**src/rtl/ir_pkg.sv**
```systemverilog
// Shared definitions for the NEC IR receiver: FSM state encoding and the
// pulse-width windows, all expressed in 10 us ticks.
package ir_pkg;

    typedef enum logic [2:0] {
        IDLE,
        LEAD_LO,
        LEAD_HI,
        BIT_LO,
        BIT_HI,
        RPT_LO
    } state_t;

    localparam logic [11:0] LEAD_LO_MIN = 12'd800;   // 9 ms leader burst
    localparam logic [11:0] LEAD_LO_MAX = 12'd1000;
    localparam logic [11:0] LEAD_HI_MIN = 12'd400;   // 4.5 ms frame space
    localparam logic [11:0] LEAD_HI_MAX = 12'd500;
    localparam logic [11:0] RPT_HI_MIN  = 12'd180;   // 2.25 ms repeat space
    localparam logic [11:0] RPT_HI_MAX  = 12'd270;
    localparam logic [11:0] BURST_MIN   = 12'd40;    // 562 us burst / zero space
    localparam logic [11:0] BURST_MAX   = 12'd70;
    localparam logic [11:0] ONE_MIN     = 12'd140;   // 1.69 ms one space
    localparam logic [11:0] ONE_MAX     = 12'd200;
    localparam logic [11:0] TIMEOUT     = 12'd1100;  // no edge for 11 ms aborts
    localparam logic [11:0] WIDTH_SAT   = 12'hFFF;

    function automatic logic in_window(input logic [11:0] w,
                                       input logic [11:0] lo,
                                       input logic [11:0] hi);
        return (w >= lo) && (w <= hi);
    endfunction

endpackage

```
**src/rtl/ir_pulse_timer.sv**
```systemverilog
// Conditions the raw IR input and measures the time between its edges.
// Produces a 10 us tick, one-cycle rise/fall strobes of the synchronised
// signal, and the saturating tick count since the previous edge.
module ir_pulse_timer
    import ir_pkg::*;
#(
    parameter int CLK_HZ = 50_000_000
) (
    input  logic        clk,
    input  logic        rst_n,
    input  logic        signal,
    output logic        tick,
    output logic        rise,
    output logic        fall,
    output logic [11:0] width
);

    localparam int DIV   = (CLK_HZ / 100_000 > 0) ? CLK_HZ / 100_000 : 1;
    localparam int DIV_W = (DIV > 1) ? $clog2(DIV) : 1;
    localparam logic [DIV_W-1:0] DIV_LAST = DIV_W'(DIV - 1);

    logic             sync_a;
    logic             sync_b;
    logic             level_q;
    logic [DIV_W-1:0] pre;

    // Two-flop synchroniser plus a delayed copy for edge detection; idle high.
    always_ff @(posedge clk or negedge rst_n) begin
        if (!rst_n) begin
            sync_a  <= 1'b1;
            sync_b  <= 1'b1;
            level_q <= 1'b1;
        end else begin
            sync_a  <= signal;
            sync_b  <= sync_a;
            level_q <= sync_b;
        end
    end

    assign rise = sync_b & ~level_q;
    assign fall = ~sync_b & level_q;
    assign tick = (pre == DIV_LAST);

    // Free-running prescaler producing one tick every DIV clocks.
    always_ff @(posedge clk or negedge rst_n) begin
        if (!rst_n) begin
            pre <= '0;
        end else if (pre == DIV_LAST) begin
            pre <= '0;
        end else begin
            pre <= pre + 1'b1;
        end
    end

    // Width counter restarts on each edge, so at an edge it holds the
    // duration of the pulse that edge terminates.
    always_ff @(posedge clk or negedge rst_n) begin
        if (!rst_n) begin
            width <= '0;
        end else if (rise || fall) begin
            width <= '0;
        end else if (tick && (width != WIDTH_SAT)) begin
            width <= width + 12'd1;
        end
    end

endmodule

```
**src/rtl/ir_nec_receiver.sv**
```systemverilog
// NEC IR frame decoder: walks leader, 32 data bits and stop burst, checks
// the command/inverse pair, recognises repeat codes, and holds the decoded
// word only while the key is held (cleared after a release interval).
module ir_nec_receiver
    import ir_pkg::*;
#(
    parameter int CLK_HZ        = 50_000_000,
    parameter int CHECK_INV     = 1,
    parameter int RELEASE_TICKS = 12000
) (
    input  logic        CLK,
    input  logic        RST_N,
    input  logic        Signal,
    output logic [31:0] Data,
    output logic        Valid,
    output logic        Repeat,
    output logic        Error
);

    localparam logic [31:0] RELEASE_LOAD = 32'(RELEASE_TICKS);

    logic        tick;
    logic        rise;
    logic        fall;
    logic [11:0] width;

    state_t      state;
    logic [31:0] shift;
    logic [5:0]  bit_cnt;
    logic [31:0] release_cnt;

    ir_pulse_timer #(
        .CLK_HZ(CLK_HZ)
    ) u_timer (
        .clk   (CLK),
        .rst_n (RST_N),
        .signal(Signal),
        .tick  (tick),
        .rise  (rise),
        .fall  (fall),
        .width (width)
    );

    // Decoder FSM with registered pulse outputs and the key-release timer.
    always_ff @(posedge CLK or negedge RST_N) begin
        if (!RST_N) begin
            state       <= IDLE;
            shift       <= '0;
            bit_cnt     <= '0;
            release_cnt <= '0;
            Data        <= '0;
            Valid       <= 1'b0;
            Repeat      <= 1'b0;
            Error       <= 1'b0;
        end else begin
            Valid  <= 1'b0;
            Repeat <= 1'b0;
            Error  <= 1'b0;

            // Release timer; a frame load below overrides the clear.
            if (Valid || Repeat) begin
                release_cnt <= RELEASE_LOAD;
            end else if (tick && (release_cnt != '0)) begin
                release_cnt <= release_cnt - 32'd1;
                if (release_cnt == 32'd1) begin
                    Data <= '0;
                end
            end

            if ((state != IDLE) && !rise && !fall && (width >= TIMEOUT)) begin
                Error <= 1'b1;
                state <= IDLE;
            end else begin
                case (state)
                    IDLE: begin
                        if (fall) begin
                            state <= LEAD_LO;
                        end
                    end
                    LEAD_LO: begin
                        if (rise) begin
                            if (in_window(width, LEAD_LO_MIN, LEAD_LO_MAX)) begin
                                state <= LEAD_HI;
                            end else begin
                                Error <= 1'b1;
                                state <= IDLE;
                            end
                        end
                    end
                    LEAD_HI: begin
                        if (fall) begin
                            if (in_window(width, LEAD_HI_MIN, LEAD_HI_MAX)) begin
                                bit_cnt <= '0;
                                state   <= BIT_LO;
                            end else if (in_window(width, RPT_HI_MIN, RPT_HI_MAX)) begin
                                state <= RPT_LO;
                            end else begin
                                Error <= 1'b1;
                                state <= IDLE;
                            end
                        end
                    end
                    BIT_LO: begin
                        if (rise) begin
                            if (!in_window(width, BURST_MIN, BURST_MAX)) begin
                                Error <= 1'b1;
                                state <= IDLE;
                            end else if (bit_cnt == 6'd32) begin
                                if ((CHECK_INV == 0) || (shift[31:24] == ~shift[23:16])) begin
                                    Data  <= shift;
                                    Valid <= 1'b1;
                                end else begin
                                    Error <= 1'b1;
                                end
                                state <= IDLE;
                            end else begin
                                state <= BIT_HI;
                            end
                        end
                    end
                    BIT_HI: begin
                        if (fall) begin
                            if (in_window(width, BURST_MIN, BURST_MAX)) begin
                                shift   <= {1'b0, shift[31:1]};
                                bit_cnt <= bit_cnt + 6'd1;
                                state   <= BIT_LO;
                            end else if (in_window(width, ONE_MIN, ONE_MAX)) begin
                                shift   <= {1'b1, shift[31:1]};
                                bit_cnt <= bit_cnt + 6'd1;
                                state   <= BIT_LO;
                            end else begin
                                Error <= 1'b1;
                                state <= IDLE;
                            end
                        end
                    end
                    RPT_LO: begin
                        if (rise) begin
                            if (in_window(width, BURST_MIN, BURST_MAX)) begin
                                if (Data != '0) begin
                                    Repeat <= 1'b1;
                                end
                            end else begin
                                Error <= 1'b1;
                            end
                            state <= IDLE;
                        end
                    end
                    default: begin
                        state <= IDLE;
                    end
                endcase
            end
        end
    end

endmodule

```
**config.mk**
```make
export PLATFORM = sky130hd
export DESIGN_NAME = ir_nec_receiver
export DESIGN_NICKNAME = d
export VERILOG_FILES = /design/src/rtl/ir_pkg.sv /design/src/rtl/ir_pulse_timer.sv /design/src/rtl/ir_nec_receiver.sv
export SDC_FILE = /design/constraint.sdc
export NUM_CORES = 1
export LEC_CHECK = 0
export ABC_AREA = 1
export BUFFER_PORTS_ARGS = -buffer_cell sky130_fd_sc_hd__buf_2
export CAP_MARGIN = 20
export CORE_AREA = 8 8 129 131
export DETAILED_ROUTE_END_ITERATION = 6
export DIE_AREA = 0 0 137 139
export PLACE_DENSITY = 0.77
export SYNTH_ARGS = -nofsm -noshare
export SYNTH_HDL_FRONTEND = slang
export SYNTH_SLANG_ARGS = --single-unit
```
**constraint.sdc**
```tcl
create_clock -name CLK -period 5.1 [get_ports CLK]
set_input_delay 1.02 -clock CLK [delete_from_list [all_inputs] [get_ports CLK]]
set_output_delay 1.02 -clock CLK [all_outputs]
set_load 0.005 [all_outputs]
```
==> run metrics <==
Critical-path top delay cell nor2_4; Yosys top cell area share roughly 45%; die area approximately 0.019 mm^2; per-cell routed wire length about 14 um; Tightest Hold Check Type flip-flop to flip-flop; hold depth 0; area of the multi-input gates ~0.0032 mm^2; Syn-to-layout area delta 12.3%; Syn Std Cell Area just over 0.007 mm^2; fmax 402 MHz; Starting Density around half; Worst R2R End Data[15]; final core utilization roughly 54%; die height 139 um; number of global-route vias before repair 5884; status complete, no violations; crit path capture type flip-flop; mux contribution to synthesized area 0%; Final nets 961; IO Port Bufs 37; register area ~0.0033 mm^2; clk root buf clkbuf_16; Leak between 3 and 4 nW; die width between 100 and 150 um; Synth Area in Adders around 1.8%; Slowest Stage Delay on Critical Path ~540 ps; TritonCTS clock tree built; GRT overflow 0; Vias/cell 5.41; Post-CTS Hold Fix Bufs 0; H-Tree Level Count 4; max-cap violation count 0; layout cell share with drive strength beyond 1 between 10 and 15%; final wirelength approximately 16000 um; register area share after synthesis between 40% and 50%; Finish-stage setup viols 0; post-CTS sizing 0; Synth Area in Simple Gates about 30%; number of synthesized register bits 132; Area contributors post-synth dfrtp_1 45%, nand2_1 9.8%, nand3_1 6.4%; R2R Setup Slk roughly 2600 ps; endpoints failing hold 0; clock sinks approximately 130; Crit Path Class flip-flop to flip-flop; ANT nets after route 0; Synth area leader dfrtp_1; clock tree buffer depth 2; First DRT Iteration DRCs approximately 520; drt drc 0; commonest cells after routing, fill and taps aside 184 x nand2_1, 129 x dfrtp_1, 107 x inv_1, 107 x nor2_1, 91 x nand3_1; commonest non-fill, non-tap cell in the layout nand2_1; Synth Area in Compound Gates under 10%; initial antenna violation count 0; Max VDD drop about 0.27 mV; Clock Skew 11.5 ps; Crit path required time approximately 5400 ps; crit-path leading delay family simple AND/OR/NAND/NOR gates; main combinational cell family by area after synthesis simple AND/OR/NAND/NOR gates; Slew Limit Headroom roughly a third; GRT Overall Usage ~18%; syn nets 930; HPWL after detailed placement about 11000 um; CP Depth 8; unrepaired setup endpoints after global routing no; CP startpoint kind flip-flop; xor and xnor area share after synthesis under 10%; fillers between 1000 and 1500; Worst-Skew Late Latency ~420 ps; Mean Syn Cell Area a little under 8 um^2; power density over the cells 302 mW/mm^2; Via Count 6214; critical path, cell by cell ha_1 -> nand3_1 -> nor2_4 -> inv_2 -> nor2_4 -> nand2_4 -> nand3_1 -> o21ai_0; crit path buf inv count 1; first-pass GRT wire length 27600 um; clock buffers created by TritonCTS 17; setup TNS 0 ps; Std-Cell Rows between 40 and 50; crit share post-route between 40% and 50%; number of max-slew violations in the final report 0; min cycle time layout around 2500 ps; count of cell types in the netlist 34; gpl congestion about 0.96; Core ar. approximately 0.015 mm^2; postcts setup bufs 0; largest net degree at the start of global routing between 90 and 100; Min Hold Slack 359 ps; arrival time worst endpoint roughly 2700 ps; clock slew at reported path FFs 60 ps; Pre-antenna DRT Iters 6; Post-Syn Instances ~900; Crit Reg-Reg Startpoint u_timer.pre[0]; Hold Crit Endpoint u_timer.sync_b; HP Start u_timer.sync_a; Critical Path Fanout Max 32; I/O pin count 38; diodes inserted 0; synthesis warning total 0; Least-Margin Pin Slew 1020 ps; R2R cell count 8
-- flip-flops by register name, summed over array words and instances (netlist names) --
signal           flops
u_timer.sync_a       1
Valid                1
bit_cnt              6
u_timer.pre          9
state                3
u_timer.sync_b       1
Data                32
Error                1
u_timer.width       12
u_timer.level_q      1
Repeat               1
shift               32
release_cnt         32
-- cell type report --
cell class,count,area share [%]
clock buffer,18,5.51
clock inverter,14,2.23
inverter,114,5.37
multi-input combinational,644,39.9
sequential,132,41.5
tap,188,2.95
timing repair buffer,39,2.59
-- routing by layer --
metal / track usage (%) / routed length, um / up-vias
met1: 22.5 / 7260 / 2919
li1: - / - / 3092
met3: 3.80 / 714 / 41
met4: 7.09 / 368 / 0
met5: 0 / 0 / -
met2: 28.1 / 7690 / 162
-- kinds of logic (layout without fill, tap and decap cells) --
group | count (synthesis) | count (layout)
AND/OR/NAND/NOR | 472 | 472
flip-flops | 132 | 132
adder cells (fa/ha/maj) | 10 | 10
buffers and inverters | 141 | 185
XOR/XNOR | 24 | 24
AO/OA/AOI/OAI | 138 | 138
-- cell usage after synthesis (all sizes together) --
library cell and number:
or2 1, dfstp 3, nor4 9, xor2 21, nand3b 3, o21ai 120, xnor2 3, a211oi 2
dfrtp 129, buf 21, nor3b 2, nand3 92, nor3 17, nor2 118, nand4 37, nand2 193
clkbuf 6, ha 10, o22ai 1, inv 114, a21oi 15
-- worst register-to-register path: cells and delay by family (launching register included) --
kind	cells	cell delay [ps]
AOI/OAI and AO/OA	1	120
adders and majority gates	1	220
buffers and inverters	1	100
DFF	1	370
and+or+nand+nor	5	1510
-- through the flow --
step / instances / setup slack, ps / total power [W] / cell area (um^2)
floorplan: 917 / 3430 / 0.00112 / 7100
global placement: 1117 / 2720 / 0.00115 / 7360
detailed placement: 1117 / 2650 / 0.00115 / 7360
CTS: 1149 / 2620 / 0.00243 / 7980
global route: 1149 / 2350 / 0.00248 / 7980
finish: 1149 / 2610 / 0.00241 / 7980
-- worst max-delay path by stage --
stage / from / end / slack [ps]
floorplan: u_timer.pre[0] / Data[25] / 3430
global placement: u_timer.pre[0] / Data[27] / 2720
detailed placement: u_timer.pre[0] / Data[28] / 2650
CTS: u_timer.pre[0] / Data[15] / 2620
global route: u_timer.width[7] / Data[2] / 2350
finish: u_timer.pre[0] / Data[15] / 2610
-- report_power, final --
part | leakage (nW) | total [W] | switching (W) | internal (W)
registers | 1.82 | 0.00106 | 0.00000585 | 0.00105
clock network | 0.294 | 0.00128 | 0.000489 | 0.000787
logic | 1.87 | 0.0000738 | 0.0000556 | 0.0000183
total | 3.98 | 0.00241 | 0.000550 | 0.00186
Power figures use the tool's default switching activity.
